File: src/rtl/spi_byte_fifo.sv
// rtl/spi_byte_fifo.sv - TX/RX byte FIFOs sequencing bytes through an SPI master register port
// Define SPI_BYTE_FIFO_IRQ_EN to enable the o_int interrupt output and CTRL.ie.
module spi_byte_fifo #(
    parameter int DEPTH = 8
) (
    input  logic       i_clk,
    input  logic       i_rst_n,
    input  logic       i_en,
    input  logic       i_wr,
    input  logic [3:0] i_addr,
    input  logic [7:0] i_data,
    output logic [7:0] o_data,
    output logic       o_int,
    output logic       o_spi_en,
    output logic       o_spi_wr,
    output logic [3:0] o_spi_addr,
    output logic [7:0] o_spi_data,
    input  logic [7:0] i_spi_data,
    input  logic       i_spi_int
);
    localparam int AW = $clog2(DEPTH);

    typedef enum logic [2:0] {S_IDLE, S_LOAD, S_WAIT, S_FETCH, S_CAPT, S_PUSH} state_t;

    state_t      r_state;
    logic [7:0]  r_tx_mem [DEPTH];
    logic [7:0]  r_rx_mem [DEPTH];
    logic [AW:0] r_tx_wp, r_tx_rp, r_rx_wp, r_rx_rp;
    logic        r_run, r_tx_ovf, r_rx_unf, r_fwd_pend, r_drop;
    logic [7:0]  r_fwd_data, r_capt;

    logic       w_tx_empty, w_tx_full, w_rx_empty, w_rx_full;
    logic       w_wr_tx, w_wr_ctrl, w_wr_spi, w_rd_rx, w_flush;
    logic       w_tx_push, w_tx_pop, w_rx_push, w_rx_pop, w_start, w_ie;
    logic [7:0] w_status, w_ctrl;

    assign w_tx_empty = (r_tx_wp == r_tx_rp);
    assign w_tx_full  = (r_tx_wp[AW] != r_tx_rp[AW]) && (r_tx_wp[AW-1:0] == r_tx_rp[AW-1:0]);
    assign w_rx_empty = (r_rx_wp == r_rx_rp);
    assign w_rx_full  = (r_rx_wp[AW] != r_rx_rp[AW]) && (r_rx_wp[AW-1:0] == r_rx_rp[AW-1:0]);

    assign w_wr_tx   = i_en & i_wr & (i_addr == 4'h1);
    assign w_wr_ctrl = i_en & i_wr & (i_addr == 4'h3);
    assign w_wr_spi  = i_en & i_wr & (i_addr == 4'h4);
    assign w_rd_rx   = i_en & ~i_wr & (i_addr == 4'h2);
    assign w_flush   = w_wr_ctrl & i_data[1];

    assign w_tx_push = w_wr_tx & ~w_tx_full;
    assign w_tx_pop  = (r_state == S_LOAD);
    assign w_rx_push = (r_state == S_PUSH) & ~r_drop;
    assign w_rx_pop  = w_rd_rx & ~w_rx_empty;
    // A flush in the same cycle must not launch a byte that is about to be discarded.
    assign w_start   = r_run & ~w_tx_empty & ~w_rx_full & ~r_fwd_pend & ~w_flush;

    assign w_status = {1'b0, r_rx_unf, r_tx_ovf, (r_state != S_IDLE),
                       w_rx_full, w_rx_empty, w_tx_full, w_tx_empty};
    assign w_ctrl   = {5'b0, w_ie, 1'b0, r_run};

    always_ff @(posedge i_clk) begin
        if (w_tx_push) r_tx_mem[r_tx_wp[AW-1:0]] <= i_data;
        if (w_rx_push) r_rx_mem[r_rx_wp[AW-1:0]] <= r_capt;
    end

    always_ff @(posedge i_clk or negedge i_rst_n) begin
        if (!i_rst_n) begin
            r_tx_wp <= '0;
            r_tx_rp <= '0;
            r_rx_wp <= '0;
            r_rx_rp <= '0;
        end else if (w_flush) begin
            r_tx_wp <= '0;
            r_tx_rp <= '0;
            r_rx_wp <= '0;
            r_rx_rp <= '0;
        end else begin
            if (w_tx_push) r_tx_wp <= r_tx_wp + 1'b1;
            if (w_tx_pop)  r_tx_rp <= r_tx_rp + 1'b1;
            if (w_rx_push) r_rx_wp <= r_rx_wp + 1'b1;
            if (w_rx_pop)  r_rx_rp <= r_rx_rp + 1'b1;
        end
    end

    always_ff @(posedge i_clk or negedge i_rst_n) begin
        if (!i_rst_n) begin
            r_run    <= 1'b0;
            r_tx_ovf <= 1'b0;
            r_rx_unf <= 1'b0;
            o_data   <= 8'h00;
        end else begin
            if (w_wr_tx & w_tx_full)  r_tx_ovf <= 1'b1;
            if (w_rd_rx & w_rx_empty) r_rx_unf <= 1'b1;
            if (w_wr_ctrl) begin
                r_run <= i_data[0];
                if (i_data[7]) begin
                    r_tx_ovf <= 1'b0;
                    r_rx_unf <= 1'b0;
                end
            end
            if (i_en & ~i_wr) begin
                case (i_addr)
                    4'h0:    o_data <= w_status;
                    4'h2:    o_data <= w_rx_empty ? 8'h00 : r_rx_mem[r_rx_rp[AW-1:0]];
                    4'h3:    o_data <= w_ctrl;
                    default: o_data <= 8'h00;
                endcase
            end
        end
    end

`ifdef SPI_BYTE_FIFO_IRQ_EN
    logic r_ie;
    assign w_ie = r_ie;

    always_ff @(posedge i_clk or negedge i_rst_n) begin
        if (!i_rst_n) begin
            r_ie  <= 1'b0;
            o_int <= 1'b0;
        end else begin
            if (w_wr_ctrl) r_ie <= i_data[2];
            o_int <= r_ie & (~w_rx_empty | r_tx_ovf);
        end
    end
`else
    assign w_ie  = 1'b0;
    assign o_int = 1'b0;
`endif

    always_ff @(posedge i_clk or negedge i_rst_n) begin
        if (!i_rst_n) begin
            r_state    <= S_IDLE;
            o_spi_en   <= 1'b0;
            o_spi_wr   <= 1'b0;
            o_spi_addr <= 4'h0;
            o_spi_data <= 8'h00;
            r_fwd_pend <= 1'b0;
            r_fwd_data <= 8'h00;
            r_drop     <= 1'b0;
            r_capt     <= 8'h00;
        end else begin
            o_spi_en <= 1'b0;
            case (r_state)
                S_IDLE: begin
                    if (r_fwd_pend) begin
                        o_spi_en   <= 1'b1;
                        o_spi_wr   <= 1'b1;
                        o_spi_addr <= 4'h3;
                        o_spi_data <= r_fwd_data;
                        r_fwd_pend <= 1'b0;
                    end else if (w_start) begin
                        o_spi_en   <= 1'b1;
                        o_spi_wr   <= 1'b1;
                        o_spi_addr <= 4'h1;
                        o_spi_data <= r_tx_mem[r_tx_rp[AW-1:0]];
                        r_state    <= S_LOAD;
                    end
                end
                S_LOAD: r_state <= S_WAIT;
                S_WAIT: begin
                    if (i_spi_int) begin
                        o_spi_en   <= 1'b1;
                        o_spi_wr   <= 1'b0;
                        o_spi_addr <= 4'h2;
                        r_state    <= S_FETCH;
                    end
                end
                S_FETCH: r_state <= S_CAPT;
                S_CAPT: begin
                    r_capt  <= i_spi_data;
                    r_state <= S_PUSH;
                end
                S_PUSH: begin
                    r_drop  <= 1'b0;
                    r_state <= S_IDLE;
                end
                default: r_state <= S_IDLE;
            endcase
            // The in-flight byte still runs on SPI after a flush, but never lands in RX.
            if (w_flush && r_state != S_IDLE && r_state != S_PUSH) r_drop <= 1'b1;
            if (w_wr_spi) begin
                r_fwd_pend <= 1'b1;
                r_fwd_data <= i_data;
            end
        end
    end
endmodule
File: config.mk
export PLATFORM = sky130hd
export DESIGN_NAME = spi_byte_fifo
export DESIGN_NICKNAME = d
export VERILOG_FILES = /design/src/rtl/spi_byte_fifo.sv
export SDC_FILE = /design/constraint.sdc
export NUM_CORES = 1
export LEC_CHECK = 0
export ABC_AREA = 1
export ABC_CLOCK_PERIOD_IN_PS = 2100
export BUFFER_PORTS_ARGS = -buffer_cell sky130_fd_sc_hd__buf_4
export CORE_ASPECT_RATIO = 1.25
export CORE_MARGIN = 10
export CORE_UTILIZATION = 40
export DETAILED_ROUTE_END_ITERATION = 10
export GPL_TIMING_DRIVEN = 0
export HOLD_SLACK_MARGIN = 0.05
export PLACE_DENSITY_LB_ADDON = 0.25
export SETUP_SLACK_MARGIN = 0.4
export SYNTH_ARGS = -nofsm -noshare
export SYNTH_HDL_FRONTEND = slang
export SYNTH_SLANG_ARGS = --single-unit
File: constraint.sdc
create_clock -name i_clk -period 2.1 [get_ports i_clk]
set_clock_uncertainty 0.15 [all_clocks]
set_input_delay 0.105 -clock i_clk [delete_from_list [all_inputs] [get_ports i_clk]]
set_output_delay 0.105 -clock i_clk [all_outputs]
set_load 0.05 [all_outputs]
After elaboration in Yosys (flattened, before gate mapping):

Memory sizes are Yosys's and may differ from the RTL's.
Cells that the tools add are included.
Widths: inputs -> output; s select.

* output and inout bits: 23
* memories kept: 2
* logic and storage cells: 127
* bits in writable memories: 128
* flip-flop bits (word level): 62
* input port bits: 25

Memories
* r_rx_mem: words 8, bits a word 8, rd ports 1, clocked after Yosys merged registers in 0, write ports 1, line 27 `logic [7:0] r_rx_mem [DEPTH];`
* r_tx_mem: words 8, bits a word 8, rd ports 1, clocked after Yosys merged registers in 0, write ports 1, line 26 `logic [7:0] r_tx_mem [DEPTH];`

* multiplexer cells: 42
* reduce and logical (&&, ||, !) cells: 18
* $add $sub $neg: 4
* eq/ne operators: 20
* bitwise gates (word level): 24

Operator list (number)
* $mux 4: 11
* $mux 8: 3
* $pmux 8 s3: 1
* $mux 1: 20
* $add 4x1->4 const B: 4
* $and 1x1->1: 16
* $reduce_bool 2->1: 8
* $pmux 3 s5: 1
* $mux 3: 3
* $eq 4x2->1 const B: 2
* $eq 4x4->1: 2
* $not 1->1: 8
* $pmux 4 s2: 1
* $eq 3x2->1 const B: 2
* $eq 3x3->1: 2
* $eq 3x3->1 const B: 2
* $ne 2x2->1 const B: 3
* $ne 3x3->1 const B: 2
* $reduce_and 3->1: 2
* $eq 4x1->1 const B: 1
* $eq 4x3->1 const B: 1
* $logic_and 1x1->1: 4
* $logic_not 4->1: 1
* $pmux 1 s2: 2
* other kinds (5): 6

Logic depth before layout (Yosys ltp):

* depth in word-level cells: 9
* mapped depth: 13
* gate-level depth less buffers: 12

Least setup slack after synthesis:

Ideal clock, no wire load.

* path kind: flip-flop to flip-flop
* start point: reg r_tx_rp[1]
* end point: mem r_tx_mem[0][0], enable pin
* clock period less this slack: 2.275 ns
* library setup time: 0.383 ns
* buffers on the path: 1
* stages on the path, launching flop included: 11
* data required time: 1.567 ns
* slack: -0.175 ns
* arrival time: 1.742 ns
* cells stage by stage: dfrtp_1 -> buf_2 -> inv_4 -> nand2_1 -> nand2_1 -> nor2_2 -> nand2_1 -> nand2_1 -> inv_1 -> nand2_1 -> nor3_1

* word-level cells in the longest chain between the ends: 6

RTL lines
* from (decl): line 28 `logic [AW:0] r_tx_wp, r_tx_rp, r_rx_wp, r_rx_rp;`
* from (signal assigned): line 77 `if (w_tx_pop) r_tx_rp <= r_tx_rp + 1'b1;`
* $eq 3x3->1: line 38 `assign w_tx_full = (r_tx_wp[AW] != r_tx_rp[AW]) && (r_tx_wp[AW-1:0] == r_tx_rp[AW-1:0]);`
* $logic_and 1x1->1: line 38
* $not 1->1: line 48 `assign w_tx_push = w_wr_tx & ~w_tx_full;`
* $and 1x1->1: line 48
* $mux 1: line 60 `if (w_tx_push) r_tx_mem[r_tx_wp[AW-1:0]] <= i_data;`
* $mux 1 (implied by the code): line 60
* to (decl): line 26

No other way between the ends.

Worst setup path after layout:

* start point: reg r_tx_rp[0]
* end point: mem r_tx_mem[5][0], enable pin

Same word-level chain as after synthesis.

==> flow_summary_export.csv <==
group,metric,value,unit
power,power_leakage,0.004566,uW
power,cellPowerDensity,1260,nW/um2
place,post-place-ws,-0.2865,ns
place,placed_area,8825,um2
status,status,"finished, final reports clean",
route,vias,6050,
synthesis,synth_top_family_by_area,"simple AND/OR/NAND/NOR gates",
sta,rsz0062_at_grt,"true",
route,ant_nets,0,
synthesis,synth_top_area_cell,"edfxtp_1",
grt,grt_pass1_wl,32860,um
route,m1WireLength,8442,um
sta,maxSlewHeadroom,0.4405,
die,die-area,26020,um2
route,top_layer,"met4",
route,wl_per_cell,18.59,um
cts,clk_latency,0.44,ns
die,coreArea,19540,um2
place,finalWeightedCongestion,0.8300,
setup_path,worst-path-max-fanout,8,
synthesis,netlist_top_cells_area,"edfxtp_1, dfrtp_1, nand2_1, o21ai_0, nor2_1",
synthesis,ys_async_sr_fraction,0.3155,
synthesis,synth_top_area_frac,0.4819,
synthesis,synth_edf_count,128,
finish,syn_to_final_growth,41.47,%
die,start_util,0.4082,
grt,grt_overflow,0,
synthesis,synth-xor-area-share,0.006588,
grt,grt.total_usage,0.1612,
sta,final-setup-viol-count,0,
place,port_buffers,44,
setup_path,critical_path_required,2.11,ns
flow_run,drv_cap,0,
synthesis,ys_seq_elements,187,
die,io_pins,48,
route,met3_length,742,um
synthesis,yosysMostFrequentCell,"nand2_1",
cts,tritoncts,"done",
cts,cts_made_buffers,17,
cts,clock_path_buffers,2,
sta,min_period,1.994,ns
sta,finalSetupTns,0,ns
grt,grt_pass1_vias,6053,
sta,hold_violations,0,
cts,htreeDepth,4,
synthesis,synth-simple-area-share,0.1730,
route,drc_errors,0,
finish,layout-drive-gt1-share,0.3579,
setup_path,critPathLaunchType,"flop",
place,dp_cells,1047,
synthesis,ys_warn_count,0,
sta,fmax,0.5015,GHz
route,firstDrtPassIters,5,
synthesis,syn_area,7976,um2
route,routed_via_density,5.097,
synthesis,ys_top_cells_by_count,"nand2_1, edfxtp_1, nor2_1",
synthesis,synthMuxAreaShare,0.02353,
sta,setup_slack,0.1061,ns
sta,drv_slew,0,
grt,grt_max_degree,60,
die,die_width,146.3,um
synthesis,synth-seq-area-share,0.6670,
sta,timing.final.crit_share,0.9495,
finish,fin_area,11280,um2
worst_hold_path,hold_path_class,"in -> reg",
sta,tightest_slew,0.8392,ns
synthesis,synthCells,736,
power,peakVddDrop,0.7977,mV
setup_path,path_class,"reg -> reg",
finish,fin_nets,938,
cts,cts_sinks,187,
synthesis,ys_types,38,
synthesis,avgSynthCellArea,10.84,um2
grt,antenna_found_initial,0,
route,route.met2.wl,12160,um
route,detailedRoute.firstIterationViolations,419,
route,drt-total-wl,22070,um
finish,stdcell_count,1187,
cts,cts_root_buffer,"clkbuf_16",
synthesis,synth-adder-area-share,0.006275,
die,die_h,177.9,um
synthesis,synth_compound_area_frac,0.07592,
die,std_cell_rows,57,
synthesis,synth_flop_cell,"edfxtp_1",
finish,post-route-util,0.5775,
setup_path,endpoint_kind,"flop",
place,dpl.hpwl,12730,um
cts,path_clk_slew,0.07,ns
setup_path,cp_data_arrival_time,2.00,ns
finish,n_antenna_cell,0,
metrics by stage:
step	power [uW]	hold WS, ns
2_1_floorplan	7815	-0.3406
4_1_cts	13100	0.01163
5_1_grt	14940	0.09140
3_5_place_dp	9100	0.1074
6_report	14220	0.04761
3_3_place_gp	9038	0.1149
cell families (layout without fill, tap and decap cells):
family	after synthesis	in the layout
simple gates	326	327
flops	187	187
compound gates	112	112
buf+inv	83	266
mux	17	17
xor+xnor	6	6
fa+ha+maj	4	4
other cells	1	3
report_power, final:
group          total, uW  switching, uW  internal, uW
registers           5080            500          4580
clock network       3250           1480          1770
logic               5890           3420          2470
worst max-delay path: stages, from the launching register on:
cell     delay, ns
dfrtp_1       0.40
buf_6         0.15
xor2_4        0.19
nor2_4        0.07
nand2_2       0.10
nand2_4       0.08
inv_8         0.11
nand2_8       0.07
nor3_4        0.23
buf_12        0.16
final cells by class:
cell class | count | area, um2
fill | 1561 | 8257
sequential | 187 | 5329
multi-input combinational | 469 | 2879
timing repair buffer | 151 | 1551
clock buffer | 20 | 466.7
buffer | 34 | 379.1
tap | 265 | 331.6
inverter | 49 | 221.5
clock inverter | 12 | 126.4
flip-flops by register name, indices dropped and copies added, names as in the netlist:
name / cells
r_rx_mem: 64
r_tx_mem: 64
o_data: 8
o_spi_data: 8
r_capt: 8
r_fwd_data: 8
r_rx_rp: 4
r_rx_wp: 4
r_tx_rp: 4
r_tx_wp: 4
r_state: 3
o_spi_addr: 2
o_spi_en: 1
r_drop: 1
r_fwd_pend: 1
r_run: 1
r_rx_unf: 1
r_tx_ovf: 1
metal layers:
layer / vias to the layer above / GRT usage
met4: 0 / 0.06099
met2: 157 / 0.3054
met5: - / 0
met1: 2989 / 0.1736
li1: 2858 / -
met3: 46 / 0.03032
path summary, 6_finish.rpt:
| kind | cells past startpoint | end | slack (ns) | start |
|---|---|---|---|---|
| max | 9 | r_tx_mem[5][0] | 0.11 | r_tx_rp[0] |
| min | 6 | r_tx_rp[0] | 0.05 | i_en |
| max reg2reg | 9 | r_tx_mem[5][0] | 0.11 | r_tx_rp[0] |
| min reg2reg | 2 | o_data[2] | 0.33 | o_data[2] |
| max in group asynchronous | 2 | r_rx_wp[0] | 1.02 | i_rst_n |
| min in group asynchronous | 2 | o_spi_data[3] | 0.18 | i_rst_n |
placed cells by master, fill, tap and decap left out, types with 4 or more instances in the layout:
cell type / Yosys / routed
nand2_1: 148 / 128
edfxtp_1: 128 / 128
buf_4: 6 / 96
nor2_1: 90 / 66
dfrtp_1: 59 / 52
nand3_1: 51 / 47
o21ai_0: 75 / 41
inv_1: 41 / 39
dlygate4sd3_1: 0 / 27
o21ai_1: 5 / 25
clkbuf_16: 0 / 22
buf_12: 1 / 21
buf_6: 0 / 19
nand2_2: 4 / 18
nor2_4: 0 / 17
mux2_2: 14 / 14
o21ai_2: 3 / 14
nor2_2: 6 / 13
nor3_4: 0 / 9
or2_2: 9 / 8
buf_8: 0 / 7
a21oi_1: 12 / 7
dfrtp_2: 0 / 7
nand3_2: 3 / 5
a21oi_2: 0 / 5
inv_6: 0 / 5
nand2_4: 1 / 4
inv_8: 0 / 4
nand2_8: 0 / 4
inv_2: 6 / 4
clkbuf_8: 0 / 4
o211ai_1: 4 / 4
o22ai_1: 6 / 4
ha_1: 4 / 4
what timing repair did:
item	in CTS	in global routing
pin swaps	26	46
hold endpoints to repair	155	1
gates resized for setup	78	152
cloned	1	5
endpoints found under the setup margin	165	166
setup buffers	52	21
hold buffers	28	1
(Power assumes the default switching activity.)
